`config.mk`:
```
export PLATFORM = sky130hd
export DESIGN_NAME = rgb_pwm_bank
export DESIGN_NICKNAME = d
export VERILOG_FILES = /design/src/rtl/rgb_pwm_bank.sv
export SDC_FILE = /design/constraint.sdc
export NUM_CORES = 1
export LEC_CHECK = 0
export BUFFER_PORTS_ARGS = -buffer_cell sky130_fd_sc_hd__buf_4
export CORE_ASPECT_RATIO = 0.8
export CORE_MARGIN = 1.5
export CORE_UTILIZATION = 62
export CTS_CLUSTER_SIZE = 12
export DETAILED_ROUTE_END_ITERATION = 12
export HOLD_SLACK_MARGIN = 0.05
export PLACE_DENSITY = 0.81
export SKIP_LAST_GASP = 1
export SYNTH_ARGS = -nofsm -noshare
export SYNTH_HDL_FRONTEND = slang
export SYNTH_SLANG_ARGS = --single-unit
```
`constraint.sdc`:
```
create_clock -name HCLK -period 2.7 [get_ports HCLK]
set_input_delay 0.135 -clock HCLK [delete_from_list [all_inputs] [get_ports HCLK]]
set_output_delay 0.135 -clock HCLK [all_outputs]
set_load 0.01 [all_outputs]
```
`src/rtl/rgb_pwm_bank.sv`:
```
// Multi-channel PWM bank for the RGB LED driver: shared prescaler and period counter,
// per-channel duty/mode registers with a shadow duty that only changes at period wrap.
module rgb_pwm_bank #(
  parameter int NUM_CH     = 3,
  parameter int PWM_W      = 8,
  parameter int PRESC_W    = 16,
  parameter int BLINK_LOG2 = 6,
  localparam int CH_W      = (NUM_CH > 1) ? $clog2(NUM_CH) : 1
) (
  input  logic              HCLK,
  input  logic              HRESET,
  input  logic              enable,
  input  logic              cfg_we,
  input  logic [CH_W-1:0]   cfg_ch,
  input  logic [1:0]        cfg_sel,
  input  logic [31:0]       cfg_wdata,
  output logic [NUM_CH-1:0] pwm_out,
  output logic              period_start
);

  typedef enum logic [1:0] {
    MODE_OFF     = 2'd0,
    MODE_STATIC  = 2'd1,
    MODE_BREATHE = 2'd2,
    MODE_BLINK   = 2'd3
  } mode_t;

  // Last counter value before wrap is MAX-1 = 2^PWM_W - 2
  localparam logic [PWM_W-1:0] CNT_LAST = {{(PWM_W-1){1'b1}}, 1'b0};

  logic [PRESC_W-1:0]  presc_div;
  logic [PRESC_W-1:0]  presc_cnt;
  logic [PWM_W-1:0]    pwm_cnt;
  logic [BLINK_LOG2:0] blink_cnt;

  logic [PWM_W-1:0]    duty     [NUM_CH];
  mode_t               mode     [NUM_CH];
  logic [PWM_W-1:0]    eff      [NUM_CH];
  logic [PWM_W-1:0]    lvl      [NUM_CH];
  logic                dir_down [NUM_CH];

  logic [PWM_W-1:0]    eff_nxt  [NUM_CH];
  logic [PWM_W-1:0]    lvl_nxt  [NUM_CH];
  logic                dir_nxt  [NUM_CH];
  logic [NUM_CH-1:0]   ch_hit;

  logic tick;
  logic boundary;
  logic wr_duty;
  logic wr_mode;
  logic wr_div;
  logic unused_wdata;

  assign tick     = enable && (presc_cnt == presc_div);
  assign boundary = tick && (pwm_cnt == CNT_LAST);

  assign wr_duty  = cfg_we && (cfg_sel == 2'd0);
  assign wr_mode  = cfg_we && (cfg_sel == 2'd1);
  assign wr_div   = cfg_we && (cfg_sel == 2'd2);

  assign unused_wdata = ^cfg_wdata;

  // Out-of-range channel numbers match no channel, so those writes fall away
  always_comb begin
    ch_hit = '0;
    for (int i = 0; i < NUM_CH; i++) begin
      ch_hit[i] = (int'(cfg_ch) == i);
    end
  end

  always_comb begin
    for (int i = 0; i < NUM_CH; i++) begin
      lvl_nxt[i] = lvl[i];
      dir_nxt[i] = dir_down[i];
      eff_nxt[i] = '0;
      case (mode[i])
        MODE_STATIC: eff_nxt[i] = duty[i];
        MODE_BREATHE: begin
          if (!dir_down[i]) begin
            if (lvl[i] < duty[i]) begin
              lvl_nxt[i] = lvl[i] + PWM_W'(1);
            end else begin
              dir_nxt[i] = 1'b1;
              lvl_nxt[i] = duty[i];
            end
          end else if (lvl[i] != '0) begin
            lvl_nxt[i] = lvl[i] - PWM_W'(1);
          end else begin
            dir_nxt[i] = 1'b0;
          end
          eff_nxt[i] = lvl_nxt[i];
        end
        MODE_BLINK: eff_nxt[i] = blink_cnt[BLINK_LOG2] ? '0 : duty[i];
        default: eff_nxt[i] = '0;
      endcase
    end
  end

  always_ff @(posedge HCLK) begin
    if (HRESET) begin
      presc_div    <= '0;
      presc_cnt    <= '0;
      pwm_cnt      <= '0;
      blink_cnt    <= '0;
      period_start <= 1'b0;
      pwm_out      <= '0;
    end else begin
      if (wr_div) begin
        presc_div <= cfg_wdata[PRESC_W-1:0];
      end
      if (!enable) begin
        presc_cnt <= '0;
        pwm_cnt   <= '0;
      end else if (tick) begin
        presc_cnt <= '0;
        pwm_cnt   <= (pwm_cnt == CNT_LAST) ? '0 : pwm_cnt + PWM_W'(1);
      end else begin
        presc_cnt <= presc_cnt + PRESC_W'(1);
      end
      period_start <= boundary;
      if (boundary) begin
        blink_cnt <= blink_cnt + (BLINK_LOG2+1)'(1);
      end
      // eff changes on the same edge pwm_cnt wraps, so the compare never mixes periods
      for (int i = 0; i < NUM_CH; i++) begin
        pwm_out[i] <= enable & (pwm_cnt < eff[i]);
      end
    end
  end

  always_ff @(posedge HCLK) begin
    if (HRESET) begin
      for (int i = 0; i < NUM_CH; i++) begin
        duty[i]     <= '0;
        mode[i]     <= MODE_OFF;
        eff[i]      <= '0;
        lvl[i]      <= '0;
        dir_down[i] <= 1'b0;
      end
    end else begin
      for (int i = 0; i < NUM_CH; i++) begin
        if (wr_duty && ch_hit[i]) begin
          duty[i] <= cfg_wdata[PWM_W-1:0];
        end
        if (wr_mode && ch_hit[i]) begin
          mode[i] <= mode_t'(cfg_wdata[1:0]);
        end
        if (boundary) begin
          eff[i] <= eff_nxt[i];
        end
        // A mode write restarts the breathe ramp even if it lands on a wrap
        if (wr_mode && ch_hit[i]) begin
          lvl[i]      <= '0;
          dir_down[i] <= 1'b0;
        end else if (boundary) begin
          lvl[i]      <= lvl_nxt[i];
          dir_down[i] <= dir_nxt[i];
        end
      end
    end
  end

endmodule

```
==> impl_metrics.env, run 1 <==
export IMPL_outcome="complete, no violations"
export IMPL_crit_buf_inv=2
export IMPL_timing_fmax_mhz=388.1
export IMPL_finalSetupTns_ns=0
export IMPL_end_kind="register"
export IMPL_grt_setup_unrepaired="false"
export IMPL_clock_power_share_pct=43.0
export IMPL_synthTopCellsByArea="edfxtp_1, dfxtp_1, ha_1, xnor2_1, nand2_1"
export IMPL_cts_sinks=132
export IMPL_start_util_pct=63.04
export IMPL_antenna_left=0
export IMPL_root_buffer="clkbuf_16"
export IMPL_synth_ff_type="edfxtp_1"
export IMPL_ff2ff_setup_slack_ns=0.12
export IMPL_fin_crit_sh_pct=95.43
export IMPL_cts_buffers=17
export IMPL_path_depth=9
export IMPL_die_area_um2=13690
export IMPL_met1_usage_pct=45.34
export IMPL_slowest_delay_ns=0.44
export IMPL_grt_pass1_wl_um=33920
export IMPL_slew_headroom_pct=31.54
export IMPL_portBuffers=27
export IMPL_final_cell_mix="nand2_1, edfxtp_1, nor2_1"
export IMPL_fin_crit_ns=2.577
export IMPL_worstSetupStartpointType="register"
export IMPL_grt_pass1_vias=6599
export IMPL_grt_ovfl_total=0
export IMPL_grt_busiest_layer="met2"
export IMPL_worstPathRequired_ns=2.87
export IMPL_ir_worst_vdd_mv=0.5246
export IMPL_crit_arrival_ns=2.74
export IMPL_rows=37
export IMPL_worstRegToRegCells=9
export IMPL_insertion_delay_ns=0.43
export IMPL_ioPinCount=44
export IMPL_drv_slew=0
export IMPL_holdWs_ns=0.1322
export IMPL_synth_area_per_cell_um2=9.280
export IMPL_viasPerCell=6.175
export IMPL_final_setup_skew_ns=0.008986
export IMPL_place_congestion=0.9489
export IMPL_grt_start_max_net_pins=36
export IMPL_drive_above_1_share_pct=12.35
export IMPL_antenna_cells=0
export IMPL_total_leakage_power_nw=3.739
export IMPL_synth_edf_count=81
export IMPL_dr_first_iter_drc_count=797
export IMPL_synth_warning_count=0
export IMPL_critical_path_cell_chain="inv_1 -> ha_1 -> a211o_1 -> a31oi_1 -> o21a_1 -> buf_12 -> mux2i_1 -> a222oi_1 -> nor2_1"
export IMPL_area_growth_pct=16.67
export IMPL_h_tree_depth=4
export IMPL_layout_nets=1026
export IMPL_regToRegStartpoint="duty[0][10]"
export IMPL_critical_path_top_delay_family="compound AO/OA/AOI/OAI gates"
export IMPL_vias=6928
export IMPL_p_int_mw=3.875
export IMPL_track_usage_pct=32.57
export IMPL_pwr_share_comb_pct=13.7
export IMPL_netlist_area_um2=8055
export IMPL_yosysSeqAreaShare_pct=42.87
export IMPL_synth_distinct_cells=66
export IMPL_grt_util_met3_pct=6.400
export IMPL_drt_wl_total_um=20800
export IMPL_finalHoldViolCount=0
export IMPL_critical_path_class="register to register"
export IMPL_crit_slowest_cell="a222oi_1"
export IMPL_syn_num_nets=960
export IMPL_drtPass1Iterations=9
export IMPL_nFillCells=897
export IMPL_synth_seq_cells=132
export IMPL_crit_start="duty[0][10]"
export IMPL_swShare_pct=27.35
export IMPL_path_clk_slew_ns=0.06
export IMPL_final_common_cell="nand2_1"
export IMPL_netlist_instances=868
export IMPL_route_detailed_drc=0
export IMPL_r2r_end="eff[0][11]"
export IMPL_synthArstFlopShare_pct=0
export IMPL_dp_hpwl_um=14980
export IMPL_clock_path_buffers=2
export IMPL_wl_per_cell_um=18.54
export IMPL_min_path_type="primary input to register"
export IMPL_antenna_found_initial=0
export IMPL_gr_usage_met2_pct=51.95
export IMPL_fp_dieH_um=105.0
export IMPL_maxCapViolations=0
export IMPL_p_seq_share_pct=43.4
export IMPL_powerDensity_nw_per_um2=567.5
export IMPL_endpoint="eff[0][11]"
export IMPL_crit_path_max_fanout=9
export IMPL_max_slew_worst_pin_slew_ns=1.018
export IMPL_p_switching_mw=1.459
export IMPL_die_width_um=130.4
export IMPL_coreArea_um2=12780
export IMPL_tritoncts="yes"
export IMPL_setup_viol=0
export IMPL_synth_top_cell_area_share_pct=30.20
export IMPL_synth_top_cell_by_area="edfxtp_1"
area by class of cell:
class | count | area (um^2) | area share (%)
multi-input cells | 634 | 4203 | 44.72
flip-flops and latches | 132 | 3453 | 36.75
repair buffers | 84 | 695.7 | 7.402
clock buffers | 18 | 450.4 | 4.793
inverters | 65 | 244.0 | 2.596
well taps | 175 | 219.0 | 2.330
clock inverters | 14 | 132.6 | 1.411
state kept, by name, indices dropped and copies added, names as in the netlist:
register and flops:
blink_cnt 7, dir_down 3, duty 24, eff 24, lvl 24, mode 6, period_start 1, presc_cnt 16
presc_div 16, pwm_cnt 8, pwm_out 3
synth_stat cells, drive strengths merged (12+ instances only):
cell type and number:
o21ai 37, nor2b 12, edfxtp 81, mux2i 15
nand2 84, nand2b 16, xor2 20, a21oi 52
inv 64, nand3 26, nor2 70, nor3 30
nor4 12, dfxtp 51, ha 52, clkbuf 26
xnor2 44, nand4 12, and2 22
power by group through the flow:
stage	combinational [mW]	sequential [mW]	clock, mW
3_3_place_gp	0.654	2.35	0
2_1_floorplan	0.480	2.32	0
5_1_grt	0.798	2.32	2.40
6_report	0.729	2.31	2.29
3_5_place_dp	0.687	2.35	0
4_1_cts	0.711	2.31	2.30
stage by stage:
stage	worst slack (ns)	instances	instance area [um^2]	util [%]	total power [mW]
2_1_floorplan	0.2878	868	8055	-	2.796
3_3_place_gp	0.2386	1074	8652	67.71	2.999
3_5_place_dp	0.04829	1074	8652	67.71	3.038
4_1_cts	0.04189	1122	9395	73.53	5.319
5_1_grt	0.01972	1122	9398	73.55	5.520
6_report	0.1235	1122	9398	73.55	5.334
worst min-delay path by stage:
| stage | end | cells after the start | from |
|---|---|---|---|
| finish | blink_cnt[0] | 2 | HRESET |
| global route | presc_div[7] | 2 | HRESET |
| CTS | blink_cnt[0] | 2 | HRESET |
| detailed placement | presc_div[13] | 3 | cfg_wdata[13] |
| global placement | presc_div[8] | 3 | cfg_wdata[8] |
| floorplan | presc_div[0] | 2 | cfg_wdata[0] |
per-layer routing:
metal | vias up | share of wire, %
li1 | 3243 | -
met5 | - | 0
met3 | 38 | 8.2
met2 | 371 | 48
met1 | 3276 | 43
met4 | 0 | 1.7
cell families after synthesis:
| kind of cell | share of synthesized area (%) |
|---|---|
| buffers and inverters | 4.986 |
| xor gates and xnor gates | 6.959 |
| AOI/OAI and AO/OA | 14.54 |
| adders and majority gates | 8.077 |
| muxes | 2.563 |
| and+or+nand+nor | 20.01 |
| DFF | 42.87 |
timing repair:
action,in CTS,in global routing
buffers inserted,0,0
hold buffers,16,0
resized for setup,0,2
hold endpoints to repair,16,0
setup endpoints to repair,0,2
(Power assumes the default switching activity.)
==> run 2: changes to the inputs <==
--- a/config.mk
+++ b/config.mk
@@ -13,6 +13,7 @@
 export DETAILED_ROUTE_END_ITERATION = 12
 export HOLD_SLACK_MARGIN = 0.05
 export PLACE_DENSITY = 0.81
+export REMOVE_ABC_BUFFERS = 1
 export SKIP_LAST_GASP = 1
 export SYNTH_ARGS = -nofsm -noshare
 export SYNTH_HDL_FRONTEND = slang
==> impl_metrics.env, run 2 (synthesis results as in run 1) <==
export IMPL_clock_path_buffers=2
export IMPL_grt_ovfl_total=0
export IMPL_finalHoldViolCount=0
export IMPL_reg_largest_list="duty (24), eff (24), lvl (24)"
export IMPL_root_buffer="clkbuf_16"
export IMPL_antenna_left=0
export IMPL_maxCapViolations=0
export IMPL_pwr_share_comb_pct=13.8
export IMPL_cts_setup_buffers=0
export IMPL_power_mw=5.456
export IMPL_die_width_um=130.4
export IMPL_worstSetupStartpointType="register"
export IMPL_critical_path_cell_chain="inv_1 -> ha_1 -> a21oi_1 -> o21ai_0 -> a21oi_1 -> buf_4 -> mux2i_1 -> nor2b_1 -> a2111oi_1"
export IMPL_endpoint="lvl[0][6]"
export IMPL_dr_first_iter_drc_count=660
export IMPL_cts_sinks=132
export IMPL_antenna_cells=0
export IMPL_drtPass1Iterations=5
export IMPL_ir_worst_vdd_mv=0.5336
export IMPL_grt_pass1_vias=6832
export IMPL_path_clk_slew_ns=0.06
export IMPL_nFillCells=891
export IMPL_fin_util_pct=74.14
export IMPL_fin_crit_sh_pct=93.04
export IMPL_route_detailed_drc=0
export IMPL_crit_arrival_ns=2.72
export IMPL_p_int_mw=4.011
export IMPL_ff2ff_setup_slack_ns=0.19
export IMPL_crit_start="duty[0][7]"
export IMPL_dp_hpwl_um=15030
export IMPL_drive_above_1_share_pct=12.71
export IMPL_slowest_delay_ns=0.40
export IMPL_powerDensity_nw_per_um2=576.0
export IMPL_total_leakage_power_nw=3.786
export IMPL_crit_buf_inv=2
export IMPL_final_cell_mix="nand2_1, edfxtp_1, buf_4"
export IMPL_end_kind="register"
export IMPL_path_common_cell="a21oi_1"
export IMPL_h_tree_depth=4
export IMPL_regToRegStartpoint="duty[0][7]"
export IMPL_coreArea_um2=12780
export IMPL_instances_no_fill=1127
export IMPL_r2r_end="lvl[0][6]"
export IMPL_rows=37
export IMPL_antenna_found_initial=0
export IMPL_drt_wl_total_um=21480
export IMPL_setup_viol=0
export IMPL_viasPerCell=6.212
export IMPL_start_util_pct=63.04
export IMPL_fin_crit_ns=2.512
export IMPL_worstPathRequired_ns=2.91
export IMPL_critical_path_top_delay_family="compound AO/OA/AOI/OAI gates"
export IMPL_worstRegToRegCells=9
export IMPL_dp_slack_ns=0.1584
export IMPL_path_depth=9
export IMPL_setup_slack_ns=0.1879
export IMPL_track_usage_pct=32.41
export IMPL_p_switching_mw=1.445
export IMPL_min_path_type="primary input to register"
export IMPL_timing_fmax_mhz=398.1
export IMPL_place_inst=1079
export IMPL_grt_setup_unrepaired="false"
export IMPL_clock_power_share_pct=44.1
export IMPL_insertion_delay_ns=0.42
export IMPL_grt_start_max_net_pins=36
export IMPL_max_slew_worst_pin_slew_ns=0.9657
export IMPL_final_common_cell="nand2_1"
export IMPL_die_area_um2=13690
export IMPL_portBuffers=27
export IMPL_swShare_pct=26.48
export IMPL_crit_path_max_fanout=9
export IMPL_grt_pass1_wl_um=33810
export IMPL_crit_slowest_cell="edfxtp_1"
export IMPL_critical_path_class="register to register"
export IMPL_vias=7001
export IMPL_wl_per_cell_um=19.06
export IMPL_ioPinCount=44
export IMPL_area_growth_pct=17.60
export IMPL_final_setup_skew_ns=0.007574
export IMPL_outcome="complete, no violations"
export IMPL_cts_buffers=17
export IMPL_tritoncts="yes"
export IMPL_fp_dieH_um=105.0
export IMPL_holdPathStages=2
export IMPL_layout_nets=1031
export IMPL_place_congestion=0.9612
export IMPL_drv_slew=0
export IMPL_p_seq_share_pct=42.1
export IMPL_slew_headroom_pct=35.04
## run 2: cell types whose count changed in the layout (fill, tap and decap cells not counted), sizes merged
cell,change
inv,-5
clkbuf,+3
clkinvlp,-1
clkinv,+3
buf,+5
## run 2: worst register-to-register path: cells and delay by family (launching register included)
family | cells | cell delay [ns]
AOI/OAI and AO/OA | 4 | 1.01
muxes | 1 | 0.11
DFF | 1 | 0.40
buffers and inverters | 2 | 0.37
adders and majority gates | 1 | 0.26
and+or+nand+nor | 1 | 0.14
## run 2: how the worst min path moves through the flow
stage | startpoint | end
after floorplan | HRESET | blink_cnt[2]
after global placement | cfg_wdata[12] | presc_div[12]
after detailed placement | cfg_wdata[13] | presc_div[13]
after CTS | HRESET | blink_cnt[1]
after global routing | HRESET | blink_cnt[1]
final | HRESET | blink_cnt[3]
## run 2: metal layers
| metal | up-vias | track usage [%] | wire (um) | share of wire, % |
|---|---|---|---|---|
| li1 | 3263 | - | - | - |
| met1 | 3315 | 44.15 | 9074 | 42 |
| met2 | 373 | 51.39 | 9970 | 46 |
| met3 | 50 | 5.786 | 1937 | 9.0 |
| met4 | 0 | 12.64 | 497 | 2.3 |
| met5 | - | 0 | 0 | 0 |
## run 2: area by class of cell
class,count,area [um^2],share of cell area [%]
inverter,65,244.0,2.576
tap,175,219.0,2.311
sequential,132,3453,36.45
multi-input combinational,634,4202,44.35
clock inverter,11,107.6,1.136
clock buffer,21,514.2,5.429
timing repair buffer,89,733.2,7.740
## run 2: power groups by stage
stage | sequential [mW] | clock [mW] | combinational, mW
floorplan | 2.34 | 0 | 0.427
global placement | 2.33 | 0 | 0.684
detailed placement | 2.34 | 0 | 0.710
CTS | 2.29 | 2.39 | 0.736
global route | 2.31 | 2.49 | 0.818
finish | 2.30 | 2.40 | 0.755
## run 2: metrics by stage
step           hold WS, ns  instance area [um^2]  setup TNS (ns)
6_report            0.1429                  9473               0
5_1_grt             0.1423                  9473               0
4_1_cts             0.1256                  9472               0
3_5_place_dp        0.3897                  8690               0
3_3_place_gp        0.3813                  8690               0
2_1_floorplan       0.2041                  7898        -0.03294
## run 2: repair_timing
item                                    4_1_cts  5_1_grt
resized for setup                             0        2
endpoints found under the setup margin        0        1
hold endpoints to repair                     16        0
hold buffers                                 16        0
==> run 3: changes to the inputs <==
--- a/config.mk
+++ b/config.mk
@@ -8,11 +8,11 @@
 export BUFFER_PORTS_ARGS = -buffer_cell sky130_fd_sc_hd__buf_4
 export CORE_ASPECT_RATIO = 0.8
 export CORE_MARGIN = 1.5
-export CORE_UTILIZATION = 62
+export CORE_UTILIZATION = 56
 export CTS_CLUSTER_SIZE = 12
 export DETAILED_ROUTE_END_ITERATION = 12
 export HOLD_SLACK_MARGIN = 0.05
-export PLACE_DENSITY = 0.81
+export PLACE_DENSITY = 0.77
 export REMOVE_ABC_BUFFERS = 1
 export SKIP_LAST_GASP = 1
 export SYNTH_ARGS = -nofsm -noshare
==> constraint.sdc (replaced) <==
create_clock -name HCLK -period 2.1 [get_ports HCLK]
set_input_delay 0.105 -clock HCLK [delete_from_list [all_inputs] [get_ports HCLK]]
set_output_delay 0.105 -clock HCLK [all_outputs]
set_load 0.01 [all_outputs]
==> impl_metrics.env, run 3 (synthesis results as in run 1) <==
export IMPL_crit_start="duty[0][2]"
export IMPL_grt_start_max_net_pins=25
export IMPL_path_clk_slew_ns=0.06
export IMPL_slowest_delay_ns=0.43
export IMPL_clock_power_share_pct=37.2
export IMPL_violations="setup timing"
export IMPL_wl_per_cell_um=24.91
export IMPL_viasPerCell=6.659
export IMPL_rows=38
export IMPL_track_usage_pct=36.20
export IMPL_die_width_um=137.1
export IMPL_root_buffer="clkbuf_16"
export IMPL_insertion_delay_ns=0.44
export IMPL_antenna_left=0
export IMPL_crit_path_max_fanout=4
export IMPL_drtPass1Iterations=6
export IMPL_antenna_found_initial=0
export IMPL_final_setup_skew_ns=0.01592
export IMPL_max_slew_worst_pin_slew_ns=0.9584
export IMPL_h_tree_depth=4
export IMPL_outcome="complete, but fails checks"
export IMPL_start_util_pct=58.42
export IMPL_swShare_pct=30.99
export IMPL_worstPathRequired_ns=2.28
export IMPL_setup_viol=110
export IMPL_clock_path_buffers=2
export IMPL_grt_pass1_vias=7680
export IMPL_p_seq_share_pct=38.1
export IMPL_crit_arrival_ns=2.76
export IMPL_timing_fmax_mhz=387.2
export IMPL_crit_buf_inv=4
export IMPL_fin_crit_ns=2.583
export IMPL_area_growth_pct=48.93
export IMPL_critical_path_top_delay_family="compound AO/OA/AOI/OAI gates"
export IMPL_coreArea_um2=13790
export IMPL_maxCapViolations=0
export IMPL_ff2ff_setup_slack_ns=-0.48
export IMPL_setup_slack_ns=-0.4826
export IMPL_crit_slowest_cell="edfxtp_1"
export IMPL_end_kind="register"
export IMPL_slew_headroom_pct=36.11
export IMPL_fin_crit_sh_pct=123.0
export IMPL_pwr_share_comb_pct=24.7
export IMPL_finalHoldViolCount=0
export IMPL_die_area_um2=15120
export IMPL_min_delay_start="HRESET"
export IMPL_critical_path_cell_chain="inv_2 -> ha_4 -> a211oi_2 -> o21ai_1 -> a21oi_2 -> buf_6 -> buf_12 -> buf_6 -> mux2i_4 -> o21ai_2 -> and2_1"
export IMPL_ir_worst_vdd_mv=0.9985
export IMPL_reg_largest_list="duty (24), eff (24), lvl (24)"
export IMPL_tritoncts="yes"
export IMPL_p_switching_mw=2.415
export IMPL_grt_ovfl_total=0
export IMPL_cts_buffers=17
export IMPL_p_int_mw=5.378
export IMPL_fp_dieH_um=110.3
export IMPL_ioPinCount=44
export IMPL_vias=8597
export IMPL_grt_pass1_wl_um=40620
export IMPL_critical_path_class="register to register"
export IMPL_drt_wl_total_um=32160
export IMPL_fin_util_pct=87.01
export IMPL_dr_first_iter_drc_count=1476
export IMPL_portBuffers=27
export IMPL_cts_sinks=132
export IMPL_nFillCells=578
export IMPL_powerDensity_nw_per_um2=649.6
export IMPL_path_common_cell="buf_6"
export IMPL_layout_nets=1189
export IMPL_dp_hpwl_um=15980
export IMPL_final_cell_mix="buf_4, edfxtp_1, nand2_1"
export IMPL_regToRegStartpoint="duty[0][2]"
export IMPL_min_path_type="primary input to register"
export IMPL_drv_slew=0
export IMPL_final_common_cell="buf_4"
export IMPL_route_detailed_drc=0
export IMPL_grt_setup_unrepaired="true"
export IMPL_place_congestion=0.9481
export IMPL_worstSetupStartpointType="register"
export IMPL_total_leakage_power_nw=4.789
export IMPL_dp_slack_ns=-0.3188
export IMPL_drive_above_1_share_pct=39.91
-- run 3: cell count changes in the layout (fill, tap and decap cells not counted), moves of 10 or more --
cell,delta
buf_4,+113
buf_6,+37
o21ai_0,-24
nor3_1,-15
o21ai_2,+15
a21oi_1,-14
dfxtp_1,-14
dfxtp_2,+13
a21oi_2,+12
ha_1,-11
ha_4,+10
-- run 3: layer usage --
layer	wire, um	vias to the layer above	GRT usage [%]
met5	0	-	0
met4	2023	0	12.63
met3	3849	211	9.191
met2	14980	795	59.94
met1	11310	4020	46.41
li1	-	3571	-
-- run 3: worst reg2reg max path: cells and delay by family, from the launching register on --
family	cells	cell delay, ns
AOI/OAI and AO/OA	4	0.78
muxes	1	0.23
buffers and inverters	4	0.46
adders and majority gates	1	0.20
and+or+nand+nor	1	0.23
DFF	1	0.43
-- run 3: path summary, 6_finish.rpt --
check                       to  cells after the start
hold / removal    presc_div[1]                      2
hold reg to reg   presc_div[0]                      2
setup / recovery     lvl[0][4]                     11
setup reg to reg     lvl[0][4]                     11
-- run 3: cell type report --
cell class	count	area [um^2]	area share (%)
multi-input combinational	635	5380	44.85
sequential	132	3473	28.95
timing repair buffer	246	2108	17.57
clock buffer	18	450.4	3.755
inverter	65	244.0	2.034
tap	180	225.2	1.877
clock inverter	14	112.6	0.9387
antenna	1	2.502	0.02086
-- run 3: power by group through the flow --
| stage | sequential (mW) | clock, mW | combinational [mW] |
|---|---|---|---|
| after floorplan | 3.01 | 0 | 0.549 |
| after global placement | 2.99 | 0 | 1.07 |
| after detailed placement | 2.99 | 0 | 1.10 |
| after CTS | 2.94 | 2.85 | 1.43 |
| after global routing | 2.97 | 3.00 | 1.99 |
| final | 2.97 | 2.90 | 1.92 |
-- run 3: what timing repair did --
| item | in CTS | in global routing |
|---|---|---|
| cloned | 3 | 1 |
| pin swaps | 68 | 82 |
| buffers inserted | 30 | 31 |
| endpoints found under the setup margin | 115 | 129 |
| hold endpoints to repair | 16 | 0 |
| gates resized for setup | 152 | 145 |
| hold buffers | 19 | 0 |
-- run 3: metrics by stage --
stage / total power [mW] / TNS (ns) / cell area, um^2 / hold WS (ns) / std cells
after detailed placement: 4.091 / -14.09 / 9452 / 0.3613 / 1183
after floorplan: 3.559 / -21.70 / 7898 / 0.1741 / 831
final: 7.792 / -15.24 / 12000 / 0.09184 / 1291
after global routing: 7.959 / -17.80 / 11990 / 0.08000 / 1290
after global placement: 4.057 / -7.205 / 9452 / 0.3524 / 1183
after CTS: 7.224 / -3.980 / 11080 / 0.05508 / 1263
